File: config.mk
export PLATFORM = sky130hd
export DESIGN_NAME = reorder_buffer
export DESIGN_NICKNAME = d
export VERILOG_FILES = /design/src/rtl/reorder_buffer.sv
export SDC_FILE = /design/constraint.sdc
export NUM_CORES = 1
export LEC_CHECK = 0
export BUFFER_PORTS_ARGS = -buffer_cell sky130_fd_sc_hd__buf_4
export CORE_ASPECT_RATIO = 1.1
export CORE_UTILIZATION = 51
export CTS_CLUSTER_DIAMETER = 50
export DETAILED_ROUTE_END_ITERATION = 10
export PLACE_DENSITY = 0.67
export SYNTH_ARGS = -nofsm -noshare
export SYNTH_HDL_FRONTEND = slang
export SYNTH_SLANG_ARGS = --single-unit
export TNS_END_PERCENT = 100
File: constraint.sdc
create_clock -name clk -period 15.3 [get_ports clk]
set_input_delay 3.825 -clock clk [delete_from_list [all_inputs] [get_ports clk]]
set_output_delay 3.825 -clock clk [all_outputs]
set_load 0.05 [all_outputs]
File: src/rtl/reorder_buffer.sv
// reorder_buffer: in-order retirement stage feeding the architectural register file.
// Optional macro ROB_BYPASS_EN adds combinational operand query ports.
module reorder_buffer #(
   parameter int unsigned ROB_DEPTH_LOG = 4
) (
   input  logic                     clk,
   input  logic                     rst,
   input  logic                     rdy,
   input  logic                     alloc_valid,
   input  logic                     alloc_has_rd,
   input  logic [4:0]               alloc_rd,
   input  logic                     alloc_is_branch,
   input  logic                     alloc_pred_taken,
   input  logic [31:0]              alloc_alt_pc,
   output logic [ROB_DEPTH_LOG-1:0] alloc_id,
   output logic                     rob_full,
   input  logic                     cdb_valid,
   input  logic [ROB_DEPTH_LOG-1:0] cdb_id,
   input  logic [31:0]              cdb_value,
   input  logic                     cdb_taken,
`ifdef ROB_BYPASS_EN
   input  logic [ROB_DEPTH_LOG-1:0] query_id_1,
   input  logic [ROB_DEPTH_LOG-1:0] query_id_2,
   output logic                     query_ready_1,
   output logic                     query_ready_2,
   output logic [31:0]              query_value_1,
   output logic [31:0]              query_value_2,
`endif
   output logic                     register_update_flag,
   output logic [4:0]               register_commit_dest,
   output logic [31:0]              register_commit_value,
   output logic [ROB_DEPTH_LOG-1:0] rename_of_commit_ins,
   output logic                     register_flush,
   output logic [31:0]              flush_pc
);

   localparam int unsigned DEPTH = 1 << ROB_DEPTH_LOG;
   localparam int unsigned CW    = ROB_DEPTH_LOG + 1;

   typedef logic [ROB_DEPTH_LOG-1:0] ptr_t;

   logic        busy_q   [DEPTH];
   logic        busy_d   [DEPTH];
   logic        ready_q  [DEPTH];
   logic        ready_d  [DEPTH];
   logic        has_rd_q [DEPTH];
   logic        has_rd_d [DEPTH];
   logic [4:0]  rd_q     [DEPTH];
   logic [4:0]  rd_d     [DEPTH];
   logic [31:0] value_q  [DEPTH];
   logic [31:0] value_d  [DEPTH];
   logic        is_br_q  [DEPTH];
   logic        is_br_d  [DEPTH];
   logic        pred_q   [DEPTH];
   logic        pred_d   [DEPTH];
   logic        taken_q  [DEPTH];
   logic        taken_d  [DEPTH];
   logic [31:0] alt_pc_q [DEPTH];
   logic [31:0] alt_pc_d [DEPTH];

   ptr_t          head_q, head_d, tail_q, tail_d;
   logic [CW-1:0] count_q, count_d;

   logic        upd_q, upd_d, flush_q, flush_d;
   logic [4:0]  dest_q, dest_d;
   logic [31:0] val_q, val_d, fpc_q, fpc_d;
   ptr_t        tag_q, tag_d;

   logic alloc_ok, commit, mispredict;

   assign alloc_id   = tail_q;
   assign rob_full   = (count_q == CW'(DEPTH));
   assign alloc_ok   = alloc_valid && !rob_full;
   assign commit     = busy_q[head_q] && ready_q[head_q];
   assign mispredict = commit && is_br_q[head_q] && (taken_q[head_q] != pred_q[head_q]);

   assign register_update_flag  = upd_q;
   assign register_commit_dest  = dest_q;
   assign register_commit_value = val_q;
   assign rename_of_commit_ins  = tag_q;
   assign register_flush        = flush_q;
   assign flush_pc              = fpc_q;

   always_comb begin
      busy_d   = busy_q;
      ready_d  = ready_q;
      has_rd_d = has_rd_q;
      rd_d     = rd_q;
      value_d  = value_q;
      is_br_d  = is_br_q;
      pred_d   = pred_q;
      taken_d  = taken_q;
      alt_pc_d = alt_pc_q;
      head_d   = head_q;
      tail_d   = tail_q;
      count_d  = count_q;
      upd_d    = 1'b0;
      dest_d   = dest_q;
      val_d    = val_q;
      tag_d    = tag_q;
      flush_d  = 1'b0;
      fpc_d    = fpc_q;
      // A mispredict at the head squashes everything, including this cycle's alloc/CDB
      if (mispredict) begin
         busy_d  = '{default: 1'b0};
         head_d  = '0;
         tail_d  = '0;
         count_d = '0;
         flush_d = 1'b1;
         fpc_d   = alt_pc_q[head_q];
      end else begin
         if (cdb_valid && busy_q[cdb_id]) begin
            ready_d[cdb_id] = 1'b1;
            value_d[cdb_id] = cdb_value;
            taken_d[cdb_id] = cdb_taken;
         end
         if (alloc_ok) begin
            busy_d[tail_q]   = 1'b1;
            ready_d[tail_q]  = 1'b0;
            has_rd_d[tail_q] = alloc_has_rd;
            rd_d[tail_q]     = alloc_rd;
            is_br_d[tail_q]  = alloc_is_branch;
            pred_d[tail_q]   = alloc_pred_taken;
            alt_pc_d[tail_q] = alloc_alt_pc;
            tail_d           = tail_q + ptr_t'(1);
         end
         if (commit) begin
            busy_d[head_q] = 1'b0;
            head_d         = head_q + ptr_t'(1);
            if (!is_br_q[head_q] && has_rd_q[head_q] && (rd_q[head_q] != 5'd0)) begin
               upd_d  = 1'b1;
               dest_d = rd_q[head_q];
               val_d  = value_q[head_q];
               tag_d  = head_q;
            end
         end
         case ({alloc_ok, commit})
            2'b10:   count_d = count_q + CW'(1);
            2'b01:   count_d = count_q - CW'(1);
            default: count_d = count_q;
         endcase
      end
   end

   always_ff @(posedge clk or posedge rst) begin
      if (rst) begin
         busy_q  <= '{default: 1'b0};
         ready_q <= '{default: 1'b0};
         head_q  <= '0;
         tail_q  <= '0;
         count_q <= '0;
         upd_q   <= 1'b0;
         dest_q  <= '0;
         val_q   <= '0;
         tag_q   <= '0;
         flush_q <= 1'b0;
         fpc_q   <= '0;
      end else if (rdy) begin
         busy_q  <= busy_d;
         ready_q <= ready_d;
         head_q  <= head_d;
         tail_q  <= tail_d;
         count_q <= count_d;
         upd_q   <= upd_d;
         dest_q  <= dest_d;
         val_q   <= val_d;
         tag_q   <= tag_d;
         flush_q <= flush_d;
         fpc_q   <= fpc_d;
      end
   end

   // Payload is qualified by busy, so it needs no reset
   always_ff @(posedge clk) begin
      if (rdy) begin
         has_rd_q <= has_rd_d;
         rd_q     <= rd_d;
         value_q  <= value_d;
         is_br_q  <= is_br_d;
         pred_q   <= pred_d;
         taken_q  <= taken_d;
         alt_pc_q <= alt_pc_d;
      end
   end

`ifdef ROB_BYPASS_EN
   always_comb begin
      query_ready_1 = busy_q[query_id_1] && ready_q[query_id_1];
      query_value_1 = value_q[query_id_1];
      if (cdb_valid && busy_q[query_id_1] && (cdb_id == query_id_1)) begin
         query_ready_1 = 1'b1;
         query_value_1 = cdb_value;
      end
      query_ready_2 = busy_q[query_id_2] && ready_q[query_id_2];
      query_value_2 = value_q[query_id_2];
      if (cdb_valid && busy_q[query_id_2] && (cdb_id == query_id_2)) begin
         query_ready_2 = 1'b1;
         query_value_2 = cdb_value;
      end
   end
`endif

endmodule
; After elaboration in Yosys (flattened, before gate mapping)
; Index checks and enable logic that the tools add are counted.
[op_classes]
n_eq_ne = 4
mux = 66
add_sub_neg = 4
order_cmp = 6
reduce_logical = 24
bitwise = 10
[op_table]
columns = op, count
row1 = $bwmux W512, 2
row2 = $bmux W32 S4, 2
row3 = $demux W32 S4, 2
row4 = $mux W32, 6
row5 = $mux W16, 7
row6 = $bwmux W80, 1
row7 = $bwmux W16, 4
row8 = $and A16 B16 Y16, 2
row9 = $not A16 Y16, 2
row10 = $or A16 B16 Y16, 2
row11 = $bmux W1 S4, 7
row12 = $mux W1, 21
row13 = $bmux W5 S4, 1
row14 = $demux W5 S4, 1
row15 = $mux W5, 4
row16 = $mux W4, 4
row17 = $ge A5 B5 Y1 const B, 3
row18 = $lt A5 B1 Y1 const B, 3
row19 = $not A4 Y5, 3
row20 = $demux W1 S4, 3
row21 = $logic_and A1 B1 Y1, 10
row22 = $pmux W5 S2, 1
row23 = $reduce_and A2 Y1, 5
row24 = $add A4 B1 Y4 const B, 2
row25 = 13 further kinds, 16
[word_totals]
reg_bits = 1288
inputBits = 82
elab_cells = 267

; Depth between registers and ports, before layout
; Gate-level depths: netlist of the first run.
[depth]
word_depth = 11
mapped_depth = 16
mapped_depth_nobuf = 12

; Least setup slack after synthesis of the first run
; Ideal clock, no wire load.
[synth_path]
kind = in2reg
start = input rdy
end = register taken_q[10] (netlist bit), enable pin
t_arrival_ns = 6.807
path_slack_ns = 8.029
cell_stages = 4
required_time_ns = 14.836
n_path_buf = 2
cell_sequence = clkbuf_1 -> nand2_1 -> buf_2 -> nor3_1
[synth_between]
elab_chain_len = 1
[synth_rtl]
columns = item, line
row1 = start: declaration, 8  ; input logic rdy,
row2 = $reduce_and A3 Y1 (no line), --
row3 = end signal: assignment, 181  ; taken_q <= taken_d;
row4 = end: declaration, 56  ; logic taken_q [DEPTH];
; Every way passes these cells.
; A chain may end at the register's enable or synchronous reset.

; Worst setup path in the final report of the first run
[layout_path]
start = register head_q[0]
end = register value_q[329] (netlist bit), enable pin
[layout_between]
elab_chain_len = 9
[layout_rtl]
columns = item, line
row1 = start: declaration, 61  ; ptr_t head_q, head_d, tail_q, tail_d;
row2 = start signal: assignment, 149  ; head_q <= '0;
row3 = start signal: assignment, 161  ; head_q <= head_d;
row4 = $not A4 Y5 (implied by the code) *, "74, 75"
row5 = $bmux W1 S4, 74  ; assign commit = busy_q[head_q] && ready_q[head_q];
row6 = $mux W1 (implied by the code) (2 in a row), 74
row7 = $logic_and A1 B1 Y1, 74
row8 = $logic_and A1 B1 Y1, 75  ; assign mispredict = commit && is_br_q[head_q] && (taken_q[head_q] != pred_q[head_q]);
row9 = $logic_and A1 B1 Y1 *, 75
row10 = $not A1 Y1 (no line) *, --
row11 = $reduce_and A3 Y1 (no line) *, --
row12 = end signal: assignment, 178  ; value_q <= value_d;
row13 = end: declaration, 50  ; logic [31:0] value_q [DEPTH];
; Every way passes the cells marked *; elsewhere a longest branch is shown, timed or not. The select of a mux whose other input is x is not followed.

==> results of run 1 <==
routing by layer:
layer	wire, um	global-route usage [%]	vias to the layer above
li1	-	-	9583
met1	39700	27.5	12200
met2	53600	36.5	746
met3	5630	3.97	156
met4	2340	6.65	8
met5	55	0	-
final cells by class:
class                           count  area share (%)
Timing Repair Buffer              206            2.77
Inverter                           14           0.101
Antenna cell                        1         0.00440
Tap cell                         1270            2.80
Multi-Input combinational cell    743            19.5
Sequential cell                  1288            67.0
Clock inverter                     73            1.28
Clock buffer                      177            6.48
sequential cells by signal (all words and copies together) (netlist names), 16 cells and up:
name,count
alt_pc_q,512
busy_q,16
flush_pc,32
has_rd_q,16
is_br_q,16
pred_q,16
rd_q,80
ready_q,16
register_commit_value,32
taken_q,16
value_q,512
critical path, cell delays in order (launching register included):
cell and delay [ns]:
dfrtp_4 1.06, buf_12 0.68, buf_4 0.93, mux4_2 0.61
a221oi_1 0.30, xnor2_1 0.22, nand3b_4 0.51, nand2_1 0.68
nor3_2 0.36, buf_4 0.57
power groups by stage:
stage | registers, uW | logic [uW] | clock network [uW]
after floorplan | 4500 | 1560 | 0
after global placement | 4330 | 2360 | 0
after detailed placement | 4340 | 2390 | 0
after CTS | 4270 | 2400 | 3260
after global routing | 4290 | 2510 | 3400
final | 4260 | 2360 | 3200
cells in the mapped netlist, types with 9 or more instances:
library cell / n / area, sq um
edfxtp_1: 1168 / 35100
mux4_2: 358 / 8060
dfrtp_1: 120 / 3000
clkbuf_1: 62 / 233
a21oi_1: 49 / 245
nand2_1: 39 / 146
nor2_1: 39 / 146
mux2_2: 35 / 394
mux2_4: 34 / 510
buf_1: 32 / 120
o21ai_0: 29 / 145
nor3_1: 20 / 100
a31oi_1: 16 / 100
nand3_1: 15 / 75.1
inv_1: 14 / 52.6
nand2b_1: 13 / 81.3
ha_1: 10 / 125
buf_2: 9 / 45.0
path summary, 6_finish.rpt:
path | to | slack (ns) | cells past startpoint
min in group asynchronous | register_commit_value[28]$_DFFE_PP0P_ | 3.22 | 2
max reg2reg | value_q[329]$_DFFE_PP_ | 8.79 | 9
max in group asynchronous | head_q[2]$_DFFE_PP0P_ | 10.79 | 3
min | flush_pc[5]$_DFFE_PP0P_ | 0.51 | 1
max | value_q[329]$_DFFE_PP_ | 8.79 | 9
min reg2reg | flush_pc[5]$_DFFE_PP0P_ | 0.51 | 1
stage by stage:
step	worst slack, ns	util [%]
after floorplan	8.03	-
after global placement	8.73	54.6
after detailed placement	8.59	54.6
after CTS	8.58	59.2
after global routing	8.16	59.2
final	8.79	59.2
cells by family after synthesis:
kind of cell             after synthesis  share of synthesized area (%)
AO/OA/AOI/OAI                        123                           1.49
adder cells (fa/ha/maj)               10                          0.252
XOR/XNOR                               5                         0.0883
AND/OR/NAND/NOR                      169                           1.71
multiplexers                         436                           18.4
buffers and inverters                128                           1.20
flip-flops                          1288                           76.8
==> metrics.md, run 1 <==
| Metric | Value |
|---|---|
| Mapped Area | `49600 sq um` |
| Final Max Slew Viols | `0` |
| Nets | `~2500` |
| CTS max path bufs | `3` |
| Root Driver | `clkbuf_16` |
| Status | `finished clean` |
| Syn_nets | `2251` |
| Final min period | `6.51 ns` |
| Chip Width | `299 um` |
| Part of the power in registers | `between 40 and 50%` |
| #FFs+latches synth | `between 1000 and 1500` |
| Worst-path fanout max | `113` |
| Setup tns final | `0 ns` |
| Commonest non-fill, non-tap cells in the layout | `edfxtp_1 (1168), mux4_2 (358), buf_4 (204), clkbuf_16 (139), dfrtp_1 (116)` |
| Synthesis Warnings | `0` |
| Seq. cell area | `38100 sq um` |
| Most common cell after layout, fill and taps aside | `edfxtp_1` |
| Skew final | `slightly above 0.03 ns` |
| Port bufs | `~160` |
| Placed insts | `3521` |
| Post-cts sizing count | `0` |
| Vias | `22700` |
| Final Power | `9820 uW` |
| DIE AREA | `98400 sq um` |
| Synth Flop Type | `edfxtp_1` |
| Hold_ws | `0.510 ns` |
| Req. time, crit path | `approximately 16 ns` |
| Switching share of power | `28.2%` |
| CTS tree | `yes` |
| Int Pwr | `~7100 uW` |
| FFs w/ async S/R, synth | `under 10%` |
| Post-synth EDFFs | `between 1000 and 1500` |
| Post-synthesis sequential area ratio | `between 70% and 80%` |
| # DRC | `0` |
| Startpoint Class | `register` |
| Syn Area/Cell | `23.0 sq um` |
| Clk Latency, worst-skew pair | `0.73 ns` |
| Max IR drop VDD | `between 150 and 200 uV` |
| Clock Sink Count | `1288` |
| H-tree Lvls | `4` |
| Yosys cell types | `53` |
| PwrDens | `173 nW/um^2` |
| Slew headroom | `25.5%` |
| Vias in the first global route | `24300` |
| Combinational fraction of design power | `24.0%` |
| CTS Hold Bufs | `0` |
| I/O pins | `162` |
| Crit. End Element | `register` |
| Worst Hold Launch | `flush_pc[5]$_DFFE_PP0P_` |
| Peak Freq | `between 0.15 and 0.2 GHz` |
| Crit. Startpoint | `head_q[0]$_DFFE_PP0P_` |
| Post-DR wirelength/cell | `26.9 um` |
| CP Data Arrival Time | `6.85 ns` |
| Global-route wire length before repair | `154 mm` |
| Hold Fails Final Rpt | `0` |
| GRT Overall Usage | `21.2%` |
| FP Rows | `119` |
| Cell Count, Final, Fillers Out | `3772` |
| Gpl congestion | `a little over 0.8` |
| Multi-input combinational cell area | `11100 sq um` |
| Detail Route Antenna Nets | `0` |
| Clk pin slew, worst setup/hold paths | `0.05 ns` |
| Final Setup Violations | `0` |
| Drt first-iter violations | `1997` |
| Unrepaired setup endpoints after global routing | `no` |
| Post-CTS Setup Bufs | `0` |
| Initial core utilization | `51.6%` |
| Die Span Y | `329 um` |
| TritonCTS buffer count | `136` |
| Hold crit path type | `reg -> reg` |
| Area Overhead vs Synth | `14.7%` |
| Final Cell Area | `56800 sq um` |
| Initial antenna violation count | `5` |
| Mapped Cells | `between 2000 and 2500` |
| Final worst-path cycle share | `a little over two fifths` |
| Dpl cell area | `roughly 52000 sq um` |
| Congestion Overflow GR | `0` |
| Clk pwr share | `32.6%` |
| Critical R2R Launch | `head_q[0]$_DFFE_PP0P_` |
| Pin count of the biggest net entering global routing | `166` |
| Layout cells sized above 1 | `around 35%` |
| Kind of critical path | `reg -> reg` |
| Core area | `96000 sq um` |
| Pleak | `0.0185 uW` |
| Initial DRT Pass Iterations | `5` |
| Max Cap Violations | `0` |
| Drt via density | `~6.0` |
| Psw | `roughly 2800 uW` |
| Half-perimeter wire length after placement | `55.6 mm` |
| Slew @ Worst Pin | `1.12 ns` |
| Filler Cell Count | `about 6700` |
| Final wirelength | `101 mm` |
(Power assumes the default switching activity.)
==> run 2: changes to the inputs <==
==> constraint.sdc (replaced) <==
create_clock -name clk -period 6.1 [get_ports clk]
set_input_delay 1.525 -clock clk [delete_from_list [all_inputs] [get_ports clk]]
set_output_delay 1.525 -clock clk [all_outputs]
set_load 0.05 [all_outputs]
==> run 2 against run 1 <==
Die area stayed put; power is 150% higher; critical path depth decreased by 1.
==> metrics.md, run 2 (synthesized netlist as in run 1, its figures left out) <==
| Metric | Value |
|---|---|
| Commonest non-fill, non-tap cells in the layout | `edfxtp_1 (1168), mux4_2 (358), buf_4 (217), clkbuf_16 (140), dfrtp_1 (116)` |
| Initial core utilization | `51.6% (unchanged)` |
| Final worst-path cycle share | `80.5% (+38 points)` |
| CP top delay family | `simple AND/OR/NAND/NOR gates` |
| Vias in the first global route | `24300 (+0.24%)` |
| Unrepaired setup endpoints after global routing | `no` |
| Drt via density | `6.00 (-0.11%)` |
| Final Max Slew Viols | `0 (unchanged)` |
| Core area | `96000 sq um (unchanged)` |
| CTS Hold Bufs | `0 (unchanged)` |
| Post-DR wirelength/cell | `27.5 um (+2.5%)` |
| Root Driver | `clkbuf_16` |
| Post-cts sizing count | `0 (unchanged)` |
| Slowest cell on crit path | `dfrtp_4` |
| Placed insts | `3534 (+0.37%)` |
| Final min period | `4.91 ns (-1.60 ns)` |
| Cell Count, Final, Fillers Out | `3783 (+0.29%)` |
| CP Data Arrival Time | `5.26 ns (-1.59 ns)` |
| Area Overhead vs Synth | `14.6% (about the same)` |
| Hold crit path type | `reg -> reg` |
| H-tree Lvls | `4 (unchanged)` |
| Setup tns final | `0 ns (unchanged)` |
| Worst-path fanout max | `49 (-57%)` |
| # DRC | `0 (unchanged)` |
| Clk pin slew, worst setup/hold paths | `0.06 ns (about the same)` |
| Layout cells sized above 1 | `35.2% (+0.63 points)` |
| Peak Freq | `0.204 GHz (+33%)` |
| I/O pins | `162 (unchanged)` |
| DIE AREA | `98400 sq um (unchanged)` |
| Crit. End Element | `register` |
| Congestion Overflow GR | `0 (unchanged)` |
| Final wirelength | `104 mm (+2.8%)` |
| CP dominant cell by count | `nand2_1` |
| Gpl congestion | `0.838 (+2.4%)` |
| Vias | `22700 (+0.18%)` |
| CTS tree | `yes` |
| Port bufs | `161 (unchanged)` |
| Final Cell Area | `56800 sq um (about the same)` |
| Drt first-iter violations | `1996 (-0.050%)` |
| Dpl cell area | `52500 sq um (+0.19%)` |
| Regs by FF count | `alt_pc_q (512), value_q (512), rd_q (80)` |
| Post-CTS Setup Bufs | `0 (unchanged)` |
| Most common cell after layout, fill and taps aside | `edfxtp_1` |
| Hold Fails Final Rpt | `0 (unchanged)` |
| Largest stage delay on the critical path | `1.05 ns (about the same)` |
| TritonCTS buffer count | `135 (-0.74%)` |
| Final Setup Violations | `0 (unchanged)` |
| Final Power | `24500 uW (+150%)` |
| Max IR drop VDD | `333 uV (+110%)` |
| Cell Chain, Critical Path | `nand2_1 -> a2111oi_0 -> nor4_1 -> o311a_1 -> nand3b_4 -> nand2_1 -> nor3_2 -> buf_4` |
| Detail Route Antenna Nets | `0 (unchanged)` |
| Req. time, crit path | `6.45 ns (-9.19 ns)` |
| Initial antenna violation count | `6 (+1)` |
| Status | `finished clean` |
| FP Rows | `119 (unchanged)` |
| WP buf/inv | `1 (-2)` |
| GRT Overall Usage | `21.7% (+0.56 points)` |
| Max Cap Violations | `0 (unchanged)` |
| Clock Sink Count | `1288 (unchanged)` |
| PwrDens | `431 nW/um^2 (+150%)` |
| Die Span Y | `329 um (unchanged)` |
| Global-route wire length before repair | `157 mm (+1.8%)` |
| Chip Width | `299 um (unchanged)` |
| Initial DRT Pass Iterations | `6 (+1)` |
| Slew headroom | `30.4% (+5.0 points)` |
| Pin count of the biggest net entering global routing | `117 (-30%)` |
| CTS max path bufs | `3 (unchanged)` |
| Skew final | `0.0197 ns (-0.0108 ns)` |
| Half-perimeter wire length after placement | `57.2 mm (+2.9%)` |
| Kind of critical path | `reg -> reg` |
| N_diodes | `0 (-1)` |
| Pleak | `0.0185 uW (+0.16%)` |
| Clk Latency, worst-skew pair | `0.73 ns (about the same)` |
| Nets | `2493 (+0.48%)` |
| Slew @ Worst Pin | `1.04 ns (-0.0746 ns)` |
| Startpoint Class | `register` |
[run 2: changes by cell type in the layout (fill, tap and decap cells not counted), moves of 2 or more]
cell        previous run  this run
clkinv_16              2         0
inv_6                  5        14
bufinv_16              9         7
buf_4                204       217
clkinv_1              27        21
clkinvlp_4             1         4
inv_16                 2         0
clkinv_8               6         2
clkinv_2              20        22
clkbuf_1              32        30
[run 2: report_power, final]
group	switching [uW]	internal [uW]
Clock	3300	4600
Sequential	458	10200
Combinational	3110	2810
[run 2: worst paths after layout]
path / start / end / slack [ns] / cells past startpoint
setup / recovery: head_q[3]$_DFFE_PP0P_ / value_q[259]$_DFFE_PP_ / 1.19 / 8
hold / removal: register_update_flag$_DFFE_PP0P_ / register_update_flag$_DFFE_PP0P_ / 0.49 / 1
setup reg to reg: head_q[3]$_DFFE_PP0P_ / value_q[259]$_DFFE_PP_ / 1.19 / 8
hold reg to reg: register_update_flag$_DFFE_PP0P_ / register_update_flag$_DFFE_PP0P_ / 0.49 / 1
max in group asynchronous: rst / head_q[1]$_DFFE_PP0P_ / 4.13 / 3
min in group asynchronous: rst / register_commit_value[23]$_DFFE_PP0P_ / 0.81 / 2
[run 2: metrics by stage]
| step | utilization [%] | setup slack [ns] | hold WS [ns] |
|---|---|---|---|
| after floorplan | - | 0.720 | 0.461 |
| after global placement | 54.7 | 1.30 | 0.488 |
| after detailed placement | 54.7 | 1.24 | 0.483 |
| after CTS | 59.2 | 1.21 | 0.500 |
| after global routing | 59.2 | 1.03 | 0.526 |
| final | 59.2 | 1.19 | 0.491 |
[run 2: worst register-to-register path: stages (launching register included)]
cell       delay, ns
dfrtp_4         1.05
nand2_1         0.41
a2111oi_0       0.65
nor4_1          0.15
o311a_1         0.22
nand3b_4        0.41
nand2_1         0.69
nor3_2          0.38
buf_4           0.53
[run 2: layout make-up]
type | instances | area, sq um
Clock buffer | 176 | 3700
Clock inverter | 73 | 613
Fill cell | 6682 | 39200
Inverter | 14 | 57.6
Multi-Input combinational cell | 743 | 11100
Sequential cell | 1288 | 38100
Tap cell | 1270 | 1590
Timing Repair Buffer | 219 | 1670
[run 2: layer usage]
| layer | wire, um | global-route usage [%] | vias up | part of all wire [%] |
|---|---|---|---|---|
| met4 | 1950 | 5.86 | 8 | 1.9 |
| li1 | - | - | 9614 | - |
| met3 | 5800 | 4.07 | 172 | 5.6 |
| met5 | 50 | 0 | - | 0.048 |
| met1 | 40800 | 27.9 | 12100 | 39 |
| met2 | 55600 | 38.2 | 776 | 53 |
